<file path="src/rtl/ctrl_unit.sv">
// Multicycle sequencer for the QISP core: fetch/decode/exec/mem/write-back control,
// queue front pointer and STOP/resume halt. Optional retired counter: CTRL_PERF_CNT_EN.
module ctrl_unit (
  input  logic        clk,
  input  logic        rst,
  input  logic        mem_ready,
  input  logic        is_stop,
  input  logic        op_type,
  input  logic [1:0]  sel_d,
  input  logic        rd_is_front,
  input  logic        q_dir,
  input  logic [3:0]  qp_data,
  input  logic        run,
  output logic        mem_req,
  output logic        mem_we,
  output logic        addr_sel,
  output logic        ir_load,
  output logic        alu_en,
  output logic        rf_we,
  output logic        pc_inc,
  output logic        pc_load,
  output logic [3:0]  q_front,
  output logic        halted,
  output logic [15:0] retired
);

  localparam int unsigned QW = 4;
  localparam int unsigned RW = 16;
  localparam logic [1:0] SEL_REG = 2'b00;
  localparam logic [1:0] SEL_QP  = 2'b01;

  typedef enum logic [2:0] {
    IDLE   = 3'd0,
    FETCH  = 3'd1,
    DECODE = 3'd2,
    EXEC   = 3'd3,
    MEM    = 3'd4,
    WB     = 3'd5,
    HALT   = 3'd6
  } state_t;

  state_t     state;
  logic       pc_inc_r;
  logic       store_c;
  logic [2:0] wb_strb_c;

  assign store_c   = (sel_d == SEL_QP);
  // {rf_we, pc_inc, pc_load} to present while in WB
  assign wb_strb_c = {(sel_d == SEL_REG), ~sel_d[1], sel_d[1]};

  // Acceptance-qualified pulses are combinational; reset suppresses them
  assign ir_load = ~rst & (state == FETCH) & mem_ready;
  assign pc_inc  = pc_inc_r
                 | (~rst & (state == MEM) & mem_ready & store_c)
                 | (~rst & (state == HALT) & run);

  // State register with Moore outputs registered from the next state
  always_ff @(posedge clk) begin
    if (rst) begin
      state    <= IDLE;
      q_front  <= QW'(0);
      mem_req  <= 1'b0;
      mem_we   <= 1'b0;
      addr_sel <= 1'b0;
      alu_en   <= 1'b0;
      rf_we    <= 1'b0;
      pc_inc_r <= 1'b0;
      pc_load  <= 1'b0;
      halted   <= 1'b0;
    end else begin
      mem_req  <= 1'b0;
      mem_we   <= 1'b0;
      addr_sel <= 1'b0;
      alu_en   <= 1'b0;
      rf_we    <= 1'b0;
      pc_inc_r <= 1'b0;
      pc_load  <= 1'b0;
      halted   <= 1'b0;
      unique case (state)
        IDLE: begin
          state   <= FETCH;
          mem_req <= 1'b1;
        end
        FETCH: begin
          if (mem_ready) begin
            state <= DECODE;
          end else begin
            mem_req <= 1'b1;
          end
        end
        DECODE: begin
          if (is_stop) begin
            state  <= HALT;
            halted <= 1'b1;
          end else begin
            state  <= EXEC;
            alu_en <= 1'b1;
          end
        end
        EXEC: begin
          if (op_type) begin
            state    <= MEM;
            mem_req  <= 1'b1;
            addr_sel <= 1'b1;
            mem_we   <= store_c;
          end else begin
            state                       <= WB;
            {rf_we, pc_inc_r, pc_load}  <= wb_strb_c;
          end
        end
        MEM: begin
          if (mem_ready && store_c) begin
            state   <= FETCH;
            mem_req <= 1'b1;
          end else if (mem_ready) begin
            state                       <= WB;
            {rf_we, pc_inc_r, pc_load}  <= wb_strb_c;
          end else begin
            mem_req  <= 1'b1;
            addr_sel <= 1'b1;
            mem_we   <= store_c;
          end
        end
        WB: begin
          state   <= FETCH;
          mem_req <= 1'b1;
          if (sel_d == SEL_QP) begin
            q_front <= qp_data;
          end else if ((sel_d == SEL_REG) && rd_is_front) begin
            q_front <= q_dir ? q_front - QW'(1) : q_front + QW'(1);
          end
        end
        HALT: begin
          if (run) begin
            state   <= FETCH;
            mem_req <= 1'b1;
          end else begin
            halted <= 1'b1;
          end
        end
        default: state <= IDLE;
      endcase
    end
  end

`ifdef CTRL_PERF_CNT_EN
  logic retire_c;

  assign retire_c = (state == WB) || ((state == MEM) && mem_ready && store_c);

  // Retired-instruction counter, wraps naturally
  always_ff @(posedge clk) begin
    if (rst) begin
      retired <= RW'(0);
    end else if (retire_c) begin
      retired <= retired + RW'(1);
    end
  end
`else
  assign retired = RW'(0);
`endif

endmodule
</file>
<file path="config.mk">
export PLATFORM = sky130hd
export DESIGN_NAME = ctrl_unit
export DESIGN_NICKNAME = d
export VERILOG_FILES = /design/src/rtl/ctrl_unit.sv
export SDC_FILE = /design/constraint.sdc
export NUM_CORES = 1
export LEC_CHECK = 0
export CORE_MARGIN = 8
export CORE_UTILIZATION = 45
export DETAILED_ROUTE_END_ITERATION = 10
export PLACE_DENSITY = 0.83
export SYNTH_ARGS = -nofsm -noshare
export SYNTH_HDL_FRONTEND = slang
export SYNTH_SLANG_ARGS = --single-unit
</file>
<file path="constraint.sdc">
create_clock -name clk -period 3.36 [get_ports clk]
set_input_delay 0.672 -clock clk [delete_from_list [all_inputs] [get_ports clk]]
set_output_delay 0.672 -clock clk [all_outputs]
set_load 0.05 [all_outputs]
</file>
==> flow_summary.toml <==
[yosys]
synth_edf_count = 0
ys_top_cells_by_area = "dfxtp_1, buf_4, nor2_1"
seq_area_frac_synth_pct = 30.2
syn_avg_cell_area_sq_um = 8.21
ys_types = 42
ys.flop_type = "dfxtp_1"
synth_common_cells = "buf_4, dfxtp_1, nor2_1, nand2_1, inv_1"
synth_top_area_share_pct = 30.2
synth_top_area_cell = "dfxtp_1"
ys_ff_latch = 15
syn_area_sq_um = 993
synthArstFlopShare_pct = 0
synthCells = 121
synth_warnings = 0
yosysMostFrequentCell = "buf_4"

[critical_path]
reg2reg_from = "state[2]"
required_ns = 2.69
cp.arrival_ns = 2.12
critPathCapture = "pc_inc"
reg2regPathDepth = 4
critical_path.max_fanout = 7
cp_slowest_cell = "clkdlybuf4s50_1"
end_kind = "output port"
rrSetupSlack_ns = 1.61
crit_start = "sel_d[0]"
cpPeakStageDelay_ns = 0.55
path_cells = "clkdlybuf4s50_1, nor2b_1, buf_4, nand2_1, o21ai_0, a31o_2, buf_12"
timing.rr.end = "pc_inc_r"
crit_type = "in2out"
cp-start-kind = "input port"

[timing]
slew_headroom_pct = 61.2
rsz0062_at_grt = "false"
slew_viol_final = 0
skew_ns = 0.00318
holdWs_ns = 0.515
fin_crit_sh_pct = 83.1
finalCriticalPeriod_ns = 2.79
final-hold-violation-count = 0
worst_pin_slew_ns = 0.581
fmax_mhz = 358
final.setup.tns_ns = 0
finalSetupViolations = 0
setup_ws_ns = 0.566

[floorplan]
fp.dieW_um = 63.0
ioPinCount = 43
die_y_um = 63.0
rows = 17
start_util_pct = 46.2
core_area_sq_um = 2150
die-area_sq_um = 3970

[drt]
ant_nets = 0
drcViolationCount = 0
finalWirelength_um = 2400
wire_per_inst_um = 13.7
viasPerCell = 5.01
drtIter0Drc = 18
first_pass_iters = 4
vias = 877

[global_route]
grt_pass1_vias = 930
met1_usage_pct = 13.1
antenna_found_initial = 0
grtUsageMet2_pct = 20.9
grt_util_met3_pct = 4.84
grt_overflow = 0
grtUsageTotal_pct = 12.2
grt_pass1_wl_um = 4140
top_usage_layer = "met2"
grt_max_degree = 19

[pwr]
p_leak_nw = 0.492
peakVddDrop_v = 0.000332
power_density_nw_per_um2 = 458

[clock_network]
cts_setup_buffers = 0
cts_max_level = 1
clk_pin_slew_ns = 0.09
cts_root_buf = "clkbuf_4"
clock_sinks = 15
ctsHoldBuffers = 0
cts_resized = 0
cts_buffers = 3
clk_path_buf_depth = 2
cts_tree = "built"
insertion_delay_ns = 0.28

[outcome]
status = "finished, final reports clean"

[final_layout]
multiInputGateArea_sq_um = 586
areaGrowthSynthToFinish_pct = 27.3
drive_above_1_share_pct = 8.16
fill_cells = 216
diodes = 0
postLayoutCoreUtil_pct = 58.9
regArea_sq_um = 300
fin_cells = 175
nets = 165

[placed_design]
dpl_worst_slack_ns = 0.608
portBuffers = 26
dp_cells = 171
place.gp.congestion = 0.856
dp_hpwl_um = 1840

[hold_path]
hold_class = "reg2reg"

[run]
max_cap_viol_count = 0
## routing by layer
metal / wire [um] / vias to the layer above
met5: 0 / -
met1: 1050 / 399
met3: 167 / 2
met4: 16 / 0
met2: 1170 / 30
li1: - / 446
## registers in the layout (all words and copies together), names as in the netlist
signal and cells:
addr_sel 1, mem_we 1, alu_en 1, pc_load 1
state 3, q_front 4, rf_we 1, mem_req 1
pc_inc_r 1, halted 1
## per-stage QoR
stage / total power, mW / instance area (sq um)
CTS: 0.581 / 1260
global placement: 0.471 / 1240
global route: 0.613 / 1260
floorplan: 0.427 / 1050
finish: 0.580 / 1260
detailed placement: 0.478 / 1240
## final cells by class
| type | count | share of cell area (%) |
|---|---|---|
| Timing Repair Buffer | 28 | 23.3 |
| Multi-Input combinational cell | 94 | 46.3 |
| Clock buffer | 4 | 2.08 |
| Sequential cell | 15 | 23.7 |
| Inverter | 6 | 1.78 |
| Tap cell | 28 | 2.77 |
## worst max-delay path: cells and delay by family
kind                   cells  cell delay [ns]
and+or+nand+nor            2             0.24
buffers and inverters      3             0.85
AOI/OAI and AO/OA          2             0.37
## where the power goes
group / switching (mW) / total (mW) / internal (mW)
sequential: 0.0424 / 0.239 / 0.197
clock: 0.0571 / 0.103 / 0.0460
combinational: 0.144 / 0.237 / 0.0933
## worst min path at each step
stage	start	to	slack, ns	cells after the start
floorplan	state[0]	state[0]	0.58	2
global placement	q_front[1]	q_front[1]	0.50	2
detailed placement	q_front[1]	q_front[1]	0.51	2
CTS	q_front[1]	q_front[1]	0.52	2
global route	q_front[1]	q_front[1]	0.56	2
finish	q_front[1]	q_front[1]	0.51	2
## cell usage in the layout (no fill, tap or decap), types with 3 or more instances in the layout
master and count:
nor3b_1 3, nand2_1 7, inv_1 6, a21o_1 3
clkbuf_4 3, conb_1 16, nor2_1 11, o21ai_0 5
nand2b_1 5, a21oi_1 5, clkdlybuf4s50_1 24, a31oi_1 3
dfxtp_1 15
## kinds of logic after synthesis
family / after synthesis / share of synthesized area [%]
other: 1 / 0.377
xor gates and xnor gates: 1 / 0.882
muxes: 2 / 2.14
DFF: 15 / 30.2
AOI/OAI and AO/OA: 27 / 18.3
adders and majority gates: 3 / 4.53
and+or+nand+nor: 45 / 27.1
buffers and inverters: 27 / 16.5
Note: power is estimated with default switching activity, not from simulation.
